--- src/rtl/a2d_scheduler.sv ---
// Round-robin ADC128S conversion scheduler for channels 0, 4 and 5.
// Each conversion is a command transaction followed by a read transaction.
module a2d_scheduler #(
  parameter int SCLK_DIV_W = 5
) (
  input  logic        clk,
  input  logic        rst,
  input  logic        nxt,
  input  logic        MISO,
  output logic        SS_n,
  output logic        SCLK,
  output logic        MOSI,
  output logic [11:0] lft_ld,
  output logic [11:0] rght_ld,
  output logic [11:0] batt,
  output logic        cnv_cmplt,
  output logic        busy
);

  localparam int W = SCLK_DIV_W;
  localparam logic [W-1:0] DIV_LD  = {2'b10, {(W-2){1'b1}}};
  localparam logic [W-1:0] DIV_SMP = {1'b0, {(W-1){1'b1}}};
  localparam logic [W-1:0] DIV_END = '1;
  localparam logic [W-1:0] DIV_SHF = '0;

  typedef enum logic [2:0] {
    IDLE,
    CMD,
    GAP,
    READ,
    DONE
  } state_t;

  state_t       state;
  logic [1:0]   ptr;
  logic [W-1:0] div;
  logic [4:0]   cnt;
  logic [15:0]  tx;
  logic [11:0]  rx;
  logic         gap;
  logic [2:0]   ch;
  logic         xfer_end;

  assign SCLK = div[W-1];
  assign MOSI = tx[15];
  assign xfer_end = !SS_n && (div == DIV_END) && (cnt == 5'd16);

  always_comb begin
    ch = 3'd0;
    unique case (ptr)
      2'd1:    ch = 3'd4;
      2'd2:    ch = 3'd5;
      default: ch = 3'd0;
    endcase
  end

  always_ff @(posedge clk or posedge rst) begin
    if (rst) begin
      state     <= IDLE;
      ptr       <= 2'd0;
      div       <= DIV_END;
      cnt       <= 5'd0;
      tx        <= 16'h0000;
      rx        <= 12'h000;
      gap       <= 1'b0;
      SS_n      <= 1'b1;
      lft_ld    <= 12'h000;
      rght_ld   <= 12'h000;
      batt      <= 12'h000;
      cnv_cmplt <= 1'b0;
      busy      <= 1'b0;
    end else begin
      cnv_cmplt <= 1'b0;
      // Sample just before SCLK rises; shift MOSI one clk after it falls,
      // skipping the leading fall so bit 15 is seen by the first rise.
      if (!SS_n) begin
        div <= div + 1'b1;
        if (div == DIV_SMP) begin
          rx  <= {rx[10:0], MISO};
          cnt <= cnt + 1'b1;
        end
        if (div == DIV_SHF && cnt != 5'd0)
          tx <= {tx[14:0], 1'b0};
      end
      unique case (state)
        IDLE: begin
          if (nxt) begin
            SS_n  <= 1'b0;
            div   <= DIV_LD;
            cnt   <= 5'd0;
            tx    <= {2'b00, ch, 11'h000};
            busy  <= 1'b1;
            state <= CMD;
          end
        end
        CMD: begin
          if (xfer_end) begin
            SS_n  <= 1'b1;
            div   <= DIV_END;
            tx    <= 16'h0000;
            gap   <= 1'b0;
            state <= GAP;
          end
        end
        GAP: begin
          if (gap) begin
            SS_n  <= 1'b0;
            div   <= DIV_LD;
            cnt   <= 5'd0;
            tx    <= 16'h0000;
            state <= READ;
          end else begin
            gap <= 1'b1;
          end
        end
        READ: begin
          if (xfer_end) begin
            SS_n      <= 1'b1;
            div       <= DIV_END;
            tx        <= 16'h0000;
            cnv_cmplt <= 1'b1;
            unique case (ptr)
              2'd1:    rght_ld <= rx;
              2'd2:    batt    <= rx;
              default: lft_ld  <= rx;
            endcase
            ptr   <= (ptr == 2'd2) ? 2'd0 : ptr + 2'd1;
            state <= DONE;
          end
        end
        DONE: begin
          busy  <= 1'b0;
          state <= IDLE;
        end
        default: state <= IDLE;
      endcase
    end
  end

endmodule

--- config.mk ---
export PLATFORM = sky130hd
export DESIGN_NAME = a2d_scheduler
export DESIGN_NICKNAME = d
export VERILOG_FILES = /design/src/rtl/a2d_scheduler.sv
export SDC_FILE = /design/constraint.sdc
export NUM_CORES = 1
export LEC_CHECK = 0
export CORE_MARGIN = 10
export CORE_UTILIZATION = 30
export DETAILED_ROUTE_END_ITERATION = 12
export SYNTH_ARGS = -nofsm -noshare
export SYNTH_HDL_FRONTEND = slang
export SYNTH_SLANG_ARGS = --single-unit
--- constraint.sdc ---
create_clock -name clk -period 3.2 [get_ports clk]
set_input_delay 0.64 -clock clk [delete_from_list [all_inputs] [get_ports clk]]
set_output_delay 0.64 -clock clk [all_outputs]
set_load 0.02 [all_outputs]
==> impl_metrics.toml, run 1 <==
[run_status]
outcome = "finished clean"

[worst_setup_path]
r2r_start = "div[0]"
cp_data_required_time_ns = 3.41
end_kind = "flip-flop"
worst-setup-path-type = "reg -> reg"
cp_max_fo = 13
cp-start-kind = "flip-flop"
startpoint = "div[0]"
cp.arrival_ns = 2.76

[clock_tree]
clk-insertion-delay-late_ns = 0.33
ctsResizeCount = 0
hold_buffers = 0
cts_sinks = 83
h-tree-depth = 3
cts_root_buf = "clkbuf_16"
path_clk_slew_ns = 0.07
cts_setup_buffers = 0
cts-buffers-inserted = 9
cts_tree = "built"
cts.path.max_buffers = 2

[die]
core_area_mm2 = 0.0116
start_util_pct = 30.9
ioPinCount = 45
fp.dieArea_mm2 = 0.0167
die_x_um = 129
rows = 39
die_h_um = 129

[flow_run]
drv_cap = 0

[global_route]
antenna_found_initial = 0
grt_pass1_vias = 2296
grt_max_degree = 45
grt_pass1_wl_um = 11900
grt-ovfl-total = 0
grt_use_total_pct = 8.65

[synthesis]
synth_cells = 283
yosysWarnings = 0
yosys_register_bits = 83
ys_seq_area_share_pct = 58.3
syn_avg_cell_area_um2 = 12.6
synth.area.top_cells = "dfrtp_1 54%, mux2_2 8.5%, nand2_1 4.8%, mux2i_1 4.5%, dfstp_2 4.4%"
syn-num-nets = 296
ys_top_cells_by_count = "77 x dfrtp_1, 46 x nand2_1, 27 x mux2_2, 22 x nor2_1, 16 x mux2i_1"
netlist_area_mm2 = 0.00357
synth_cell_types = 41
synth_top_area_share_pct = 53.9
synth_most_common_cell = "dfrtp_1"
async_reset_ff_share_pct = 100
synth_top_cell_by_area = "dfrtp_1"
synth_ff_type = "dfrtp_1"
synth_edf_count = 0

[detailed_routing]
routed_wl_um = 7060
drtAntennaViolNets = 0
num_vias = 2164
drc_errors = 0
via_per_inst = 4.53
routedWlPerCell_um = 14.8
drtIter0Drc = 137
firstDrtPassIters = 4

[min_path]
hp-class = "reg -> reg"
min_from = "batt[9]"

[placed_design]
gp_congestion = 0.749
dp_hpwl_um = 4920
io_buffers = 44

[sta]
worst_pin_slew_ns = 0.764
hold_viol_final = 0
min_period_ns = 2.55
timing.fmax_ghz = 0.392
clock_skew_ns = 0.00624
rsz0062_at_grt = "false"
finalMaxSlewViolations = 0
fin_tns_setup_ns = 0
post-route-period-util_pct = 79.8
slew_headroom_pct = 49.0
finalSetupViolCount = 0

[layout]
syn_to_final_growth_pct = 25.0
n_fill_cell = 1085
finalNetCount = 343
post-route-util_pct = 38.6
antenna_cells = 0
layout-drive-gt1-share_pct = 22.7

[power_and_ir_drop]
p_leak_uw = 0.00230
vdd_drop_max_v = 0.000289
powerDensity_mw_per_mm2 = 661
## logic make-up after synthesis
kind of cell	Yosys count	synth area share, %
multiplexers	53	17.2
flip-flops	83	58.3
buffers and inverters	24	3.96
AO/OA/AOI/OAI	18	3.15
XOR/XNOR	7	1.72
AND/OR/NAND/NOR	89	12.5
adder cells (fa/ha/maj)	9	3.15
## flip-flops by register name, indices dropped and copies added, names as in the netlist
name	count
state	3
tx	16
rght_ld	12
gap	1
busy	1
SS_n	1
batt	12
cnt	5
div	5
rx	12
lft_ld	12
cnv_cmplt	1
ptr	2
## layout make-up
| class | instances | area (µm²) | area share [%] |
|---|---|---|---|
| Sequential cell | 83 | 2080 | 46.7 |
| Multi-Input combinational cell | 176 | 1350 | 30.2 |
| Timing Repair Buffer | 48 | 483 | 10.8 |
| Clock buffer | 9 | 225 | 5.04 |
| Tap cell | 143 | 179 | 4.01 |
| Clock inverter | 7 | 101 | 2.27 |
| Inverter | 12 | 46.3 | 1.04 |
## metrics by stage
stage          hold WS (ns)  setup WS [ns]  instances  power, µW  area [µm²]
6_report              0.505          0.646        478       2950        4470
5_1_grt               0.517          0.508        478       3130        4470
2_1_floorplan         0.476          0.433        283       1730        3570
3_3_place_gp          0.493          0.729        462       1850        4140
3_5_place_dp          0.493          0.605        462       1870        4140
4_1_cts               0.508          0.623        478       3000        4470
## metal layers
layer  up-vias  GRT usage (%)  wire (µm)
li1       1040              -          -
met1      1083           10.9       3190
met2        34           13.9       3460
met3         7           2.37        333
met4         0           3.21         70
met5         -              0          0
## cells in the final DEF (no fill, tap or decap), types with 2 or more instances in the layout
master and count:
inv_1 10, clkbuf_16 9, a21oi_1 7, bufinv_16 2
xor2_1 6, buf_4 3, ha_1 9, mux2_4 10
nor2_1 22, nor2b_1 2, dfstp_2 6, mux2i_1 16
dfrtp_1 77, a21o_1 2, clkdlybuf4s50_1 44, clkinv_2 2
nand2_1 46, o21ai_0 4, nand4_1 3, and3_1 3
mux2_2 27, clkinv_4 2
## power breakdown
group / leakage (µW) / internal, µW / switching [µW] / total, µW
registers: 0.00112 / 1190 / 152 / 1340
logic: 0.00102 / 220 / 285 / 504
clock network: 0.000158 / 690 / 420 / 1110
## critical path, cell delays in order, from the launching register on
cell and delay (ns):
dfstp_2 0.57, ha_1 0.19, and3_1 0.19, ha_1 0.14
and3b_2 0.24, nand2_4 0.10, nor3_4 0.59, mux2_2 0.41
## worst paths after layout
kind                                    to  depth (start not counted)  slack, ns
worst max-delay path            rght_ld[5]                          7       0.65
worst min-delay path               batt[9]                          1       0.51
worst max register to register  rght_ld[5]                          7       0.65
worst min register to register     batt[9]                          1       0.51
max in group asynchronous       rght_ld[3]                          3       1.79
min in group asynchronous         batt[10]                          2       0.75
(Power assumes the default switching activity.)
==> inputs of run 2 (changes only) <==
==> constraint.sdc (replaced) <==
create_clock -name clk -period 2.2 [get_ports clk]
set_input_delay 0.44 -clock clk [delete_from_list [all_inputs] [get_ports clk]]
set_output_delay 0.44 -clock clk [all_outputs]
set_load 0.02 [all_outputs]
==> impl_metrics.toml, run 2 (synthesized netlist as in run 1, its figures left out) <==
[layout]
finalNetCount = 354
antenna_cells = 0
final_cell_mix = "77 x dfrtp_1, 46 x nand2_1, 44 x clkdlybuf4s50_1"
n_fill_cell = 1054
largest_reg_flops = 16
finalNonFillerCells = 489
layout-drive-gt1-share_pct = 26.0
syn_to_final_growth_pct = 31.3
top_register = "tx"
final_common_cell = "dfrtp_1"

[clock_tree]
clk-insertion-delay-late_ns = 0.35
hold_buffers = 0
path_clk_slew_ns = 0.07
cts.path.max_buffers = 2
cts_root_buf = "clkbuf_16"
cts-buffers-inserted = 9
cts_sinks = 83
cts_tree = "built"
h-tree-depth = 3

[sta]
finalMaxSlewViolations = 0
clock_skew_ns = 0.0125
slew_headroom_pct = 63.7
timing.fmax_ghz = 0.460
min_period_ns = 2.18
rsz0062_at_grt = "true"
worst_pin_slew_ns = 0.543
worst_slack_ns = 0.0242
hold_viol_final = 0
finalSetupViolCount = 0
post-route-period-util_pct = 98.9

[min_path]
hp-class = "reg -> reg"
hold_end = "ptr[1]"
hold_depth = 1
min_from = "ptr[1]"

[placed_design]
post-place-ws_ns = 0.0117
gp_congestion = 0.742
dp_cells = 469
io_buffers = 44
dp_hpwl_um = 5060

[detailed_routing]
drc_errors = 0
routed_wl_um = 7680
num_vias = 2239
drtIter0Drc = 137
drtAntennaViolNets = 0
routedWlPerCell_um = 15.7
via_per_inst = 4.58
firstDrtPassIters = 4

[power_and_ir_drop]
powerDensity_mw_per_mm2 = 915
p_leak_uw = 0.00239
power.total_uw = 4290
vdd_drop_max_v = 0.000471

[die]
ioPinCount = 45
core_area_mm2 = 0.0116
fp.dieArea_mm2 = 0.0167
die_h_um = 129
die_x_um = 129
start_util_pct = 30.9
rows = 39

[global_route]
antenna_found_initial = 0
grt_max_degree = 84
grt_pass1_wl_um = 12600
grt_pass1_vias = 2332
grt-ovfl-total = 0
grt_use_total_pct = 9.59

[flow_run]
drv_cap = 0

[worst_setup_path]
cp.arrival_ns = 2.41
ff2ff_path_depth = 9
worst_r2r_endpoint = "batt[5]"
cp_max_fo = 6
worst-setup-path-type = "reg -> reg"
cp_data_required_time_ns = 2.43
cp-start-kind = "flip-flop"
regToRegSetupSlack_ns = 0.02
end_kind = "flip-flop"
r2r_start = "div[1]"

[run_status]
outcome = "finished clean"
-- run 2: area by class of cell --
cell class              count  area [µm²]  share of cell area, %
flip-flops and latches     83        2080                   44.4
multi-input cells         176        1450                   30.9
well taps                 143         179                   3.81
clock inverters             6        71.3                   1.52
inverters                  12        51.3                   1.09
repair buffers             59         628                   13.4
clock buffers              10         229                   4.88
-- run 2: worst max path at each step --
| stage | to | slack [ns] | startpoint |
|---|---|---|---|
| finish | batt[5] | 0.02 | div[1] |
| global route | batt[5] | -0.06 | div[1] |
| CTS | rght_ld[6] | -0.005 | div[0] |
| detailed placement | rght_ld[6] | 0.01 | div[0] |
| global placement | lft_ld[5] | 0.03 | div[0] |
| floorplan | lft_ld[0] | 0.05 | div[0] |
-- run 2: where the power goes --
group	switching, µW	internal (µW)	total (µW)
clock	638	894	1530
sequential	221	1720	1950
combinational	445	371	817
-- run 2: what timing repair did --
item,4_1_cts,5_1_grt
buffers inserted,0,3
resized for setup,2,25
cloned,0,1
endpoints found under the setup margin,12,39
pin swaps,0,2
-- run 2: per-layer routing --
metal | wire (µm) | track usage [%] | share of wire [%] | vias up
li1 | - | - | - | 1061
met1 | 3520 | 11.9 | 46 | 1130
met2 | 3570 | 14.4 | 46 | 39
met3 | 448 | 4.49 | 5.8 | 9
met4 | 138 | 3.21 | 1.8 | 0
met5 | 0 | 0 | 0 | -
-- run 2: worst max-delay path, stage by stage, from the launching register on --
cell,delay (ns)
dfstp_2,0.56
ha_4,0.14
and3_4,0.20
ha_4,0.11
and3b_2,0.24
nand4_4,0.16
inv_4,0.11
nand2_4,0.07
clkbuf_16,0.17
mux2_4,0.29
-- run 2: stage by stage --
| stage | setup TNS, ns | util (%) | cell area (µm²) | hold slack [ns] |
|---|---|---|---|---|
| 6_report | 0 | 40.6 | 4690 | 0.508 |
| 5_1_grt | -1.32 | 40.6 | 4690 | 0.530 |
| 4_1_cts | -0.00494 | 39.3 | 4540 | 0.512 |
| 3_5_place_dp | 0 | 36.6 | 4230 | 0.496 |
| 3_3_place_gp | 0 | 36.6 | 4230 | 0.493 |
| 2_1_floorplan | 0 | - | 3580 | 0.476 |
==> inputs of run 3 (changes only) <==
--- a/config.mk
+++ b/config.mk
@@ -8,6 +8,7 @@
 export CORE_MARGIN = 10
 export CORE_UTILIZATION = 30
 export DETAILED_ROUTE_END_ITERATION = 12
+export HOLD_SLACK_MARGIN = 0.08
 export SYNTH_ARGS = -nofsm -noshare
 export SYNTH_HDL_FRONTEND = slang
 export SYNTH_SLANG_ARGS = --single-unit
==> results of run 3 <==
The final DEF is identical to that of run 2; final timing and power are the same.
==> patch, RTL diff (settings of run 3) <==
Change the parameter `SCLK_DIV_W` from 5 to 7.
--- a/src/rtl/a2d_scheduler.sv
+++ b/src/rtl/a2d_scheduler.sv
@@ -1,7 +1,7 @@
 // Round-robin ADC128S conversion scheduler for channels 0, 4 and 5.
 // Each conversion is a command transaction followed by a read transaction.
 module a2d_scheduler #(
-  parameter int SCLK_DIV_W = 5
+  parameter int SCLK_DIV_W = 7
 ) (
   input  logic        clk,
   input  logic        rst,
Behaviour: same outputs for any inputs over 10 cycles, from zero or initial values and one cycle with rst high; that may be too few to reach the edited logic, so the function may still have changed.
==> patch against run 3 <==
Sequential power shrank 4%; critical path type unchanged; fmax shrank 0.26%; synthesized area grew 0.32%; worst hold slack lost 9.0 ps; power shrank 5.3%; design area grew 0.59%; clock skew shrank 4.1 ps; cell count grew 2.0%; sequential cell count grew 2; wire length shrank 1.2%; sequential share of layout area grew 0.85 points; setup slack lost 5.7 ps.
==> patch: results (changes against run 3) <==
----------------------------------------------------
[Run status]
  Run status ... complete, no violations (unchanged)

[Place]
  Port Buffers ... 44 (unchanged)
  Global placer's final weighted congestion ... 0.775 (was 0.742)
  Estimated wirelength of the detail-placed design ... 5050 um (was 5060 um)
  Total placed instance area ... 0.00437 mm2 (was 0.00423 mm2)

[Global routing]
  Wire length of the first global-routing pass ... 12900 um (was 12600 um)
  Pin count of the biggest net entering global routing ... 86 (was 84)
  Overall routing resource usage ... 0.0954 (was 0.0959)
  Initial antenna violation count ... 0 (unchanged)
  Via count of the first global-routing pass ... 2492 (was 2332)

[STA]
  Skew final ... 8.39 ps (was 12.5 ps)
  Worst Tran Pin Value ... 550 ps (was 543 ps)

[Synth]
  Synth Net Count ... 302 (was 296)
  Post-synthesis cell type count ... 40 (was 41)
  Top post-synthesis cells by count ... dfrtp_1 (77), nand2_1 (49), mux2_2 (36) (was dfrtp_1 (77), nand2_1 (46), mux2_2 (27))
  Ys async rst share ... 1.00 (unchanged)
  Proportion of synthesized chip area in sequential cells ... 0.596 (was 0.583)
  Largest cells by area after synthesis ... dfrtp_1 (54%), mux2_2 (11%), dfstp_2 (5.9%), nand2_1 (5.1%), mux2i_1 (4.5%) (was dfrtp_1 (54%), mux2_2 (8.5%), nand2_1 (4.8%), mux2i_1 (4.5%), dfstp_2 (4.4%))

[Clock network]
  Cts bufs inserted ... 9 (unchanged)
  Clock transition at the register clock pins on the worst setup and hold paths after CTS ... 70 ps (about the same)
  Clock insertion delay at the later pin of the skew report ... 340 ps
  CTS root buffer ... clkbuf_16 (unchanged)
  Post-CTS Setup Bufs ... 0 (unchanged)
  Maximum number of buffers from clock root to sink ... 2 (unchanged)
  CTS H-tree depth ... 3 (unchanged)

[Setup path]
  Crit-path max cell delay ... 620 ps (was 560 ps)
  Critical path's top delay family ... simple AND/OR/NAND/NOR gates (unchanged)
  Critical path data arrival time ... 2410 ps (about the same)
  Worst path slowest cell ... or4_4 (was dfstp_2)
  Largest fanout of any net on the critical path ... 7 (was 6)

[Power and ir drop]
  NetSw ... 0.00107 W (was 0.00130 W)
  Static Leak ... 2.35 nW (was 2.39 nW)
  Peak ir drop on the vdd network ... 0.420 mV (was 0.471 mV)

[Drt]
  Drt initial violations ... 119 (was 137)
  Routed vias ... 2339 (was 2239)
  Total wirelength of the detailed-routed design ... 7580 um (was 7680 um)

[Cells and area]
  Share of post-route cells with drive strength above 1 ... 0.247 (was 0.260)
  Register Area ... 0.00214 mm2 (was 0.00208 mm2)
  Number of filler instances in the final layout ... 1059 (was 1054)
  Final layout net count ... 362 (was 354)
  # diodes ... 0 (unchanged)
  Flip-flop count of the largest register after layout ... 16 (unchanged)
  Register with the highest flop count ... tx (unchanged)

[Hold path]
  Path class of the lowest-slack min-delay path ... reg2reg (unchanged)

[Flow run]
  Number of maximum-capacitance violations ... 0 (unchanged)

----------------------------------------------------
==> patch: cell families after synthesis <==
group           after synthesis  share of synthesized area
simple gates                 98                      0.139
flops                        85                      0.596
mux                          52                      0.158
compound gates               22                     0.0401
buf+inv                      21                     0.0276
fa+ha+maj                     7                     0.0244
xor+xnor                      6                     0.0147
==> patch: what timing repair did <==
action | 4_1_cts | 5_1_grt
resized for setup | 0 | 3
setup endpoints to repair | 0 | 15
hold endpoints to repair | 0 | 0
==> patch: area by class of cell <==
type | count | area share
flip-flops and latches | 85 | 0.453
multi-input cells | 185 | 0.293
well taps | 143 | 0.0379
repair buffers | 60 | 0.137
inverters | 10 | 0.00875
clock buffers | 9 | 0.0477
clock inverters | 7 | 0.0228
==> patch: metrics by stage <==
step / worst slack [ps] / instances / setup TNS, ps / utilization / total power [W]
2_1_floorplan: 5.92 / 291 / 0 / - / 0.00222
3_3_place_gp: 58.7 / 483 / 0 / 0.378 / 0.00239
3_5_place_dp: 25.7 / 483 / 0 / 0.378 / 0.00241
4_1_cts: 7.89 / 499 / 0 / 0.406 / 0.00410
5_1_grt: -43.8 / 499 / -78.6 / 0.408 / 0.00426
6_report: 18.6 / 499 / 0 / 0.408 / 0.00406
==> patch: worst paths after layout <==
kind | startpoint | to | slack (ps) | depth (start not counted)
min in group asynchronous | rst | rght_ld[8] | 580 | 3
worst max register to register | div[1] | gap | 20 | 5
worst min register to register | tx[0] | tx[0] | 500 | 2
worst min-delay path | tx[0] | tx[0] | 500 | 2
worst max-delay path | div[1] | gap | 20 | 5
max in group asynchronous | rst | div[4] | 1240 | 3
==> patch: power by group through the flow <==
stage | Clock (W) | Sequential (W) | Combinational [W]
floorplan | 0 | 0.00190 | 0.000316
global placement | 0 | 0.00190 | 0.000493
detailed placement | 0 | 0.00190 | 0.000508
CTS | 0.00172 | 0.00188 | 0.000512
global route | 0.00177 | 0.00190 | 0.000584
finish | 0.00168 | 0.00188 | 0.000510
==> patch: worst min-delay path: cells and delay by family, from the launching register on <==
| family | cells | cell delay [ps] |
|---|---|---|
| flip-flops | 1 | 370 |
| AND/OR/NAND/NOR | 2 | 90 |
==> patch: per-layer routing <==
metal,share of wire,global-route usage
met5,0,0
met4,0.011,0.0361
met3,0.076,0.0424
met2,0.44,0.139
met1,0.47,0.121
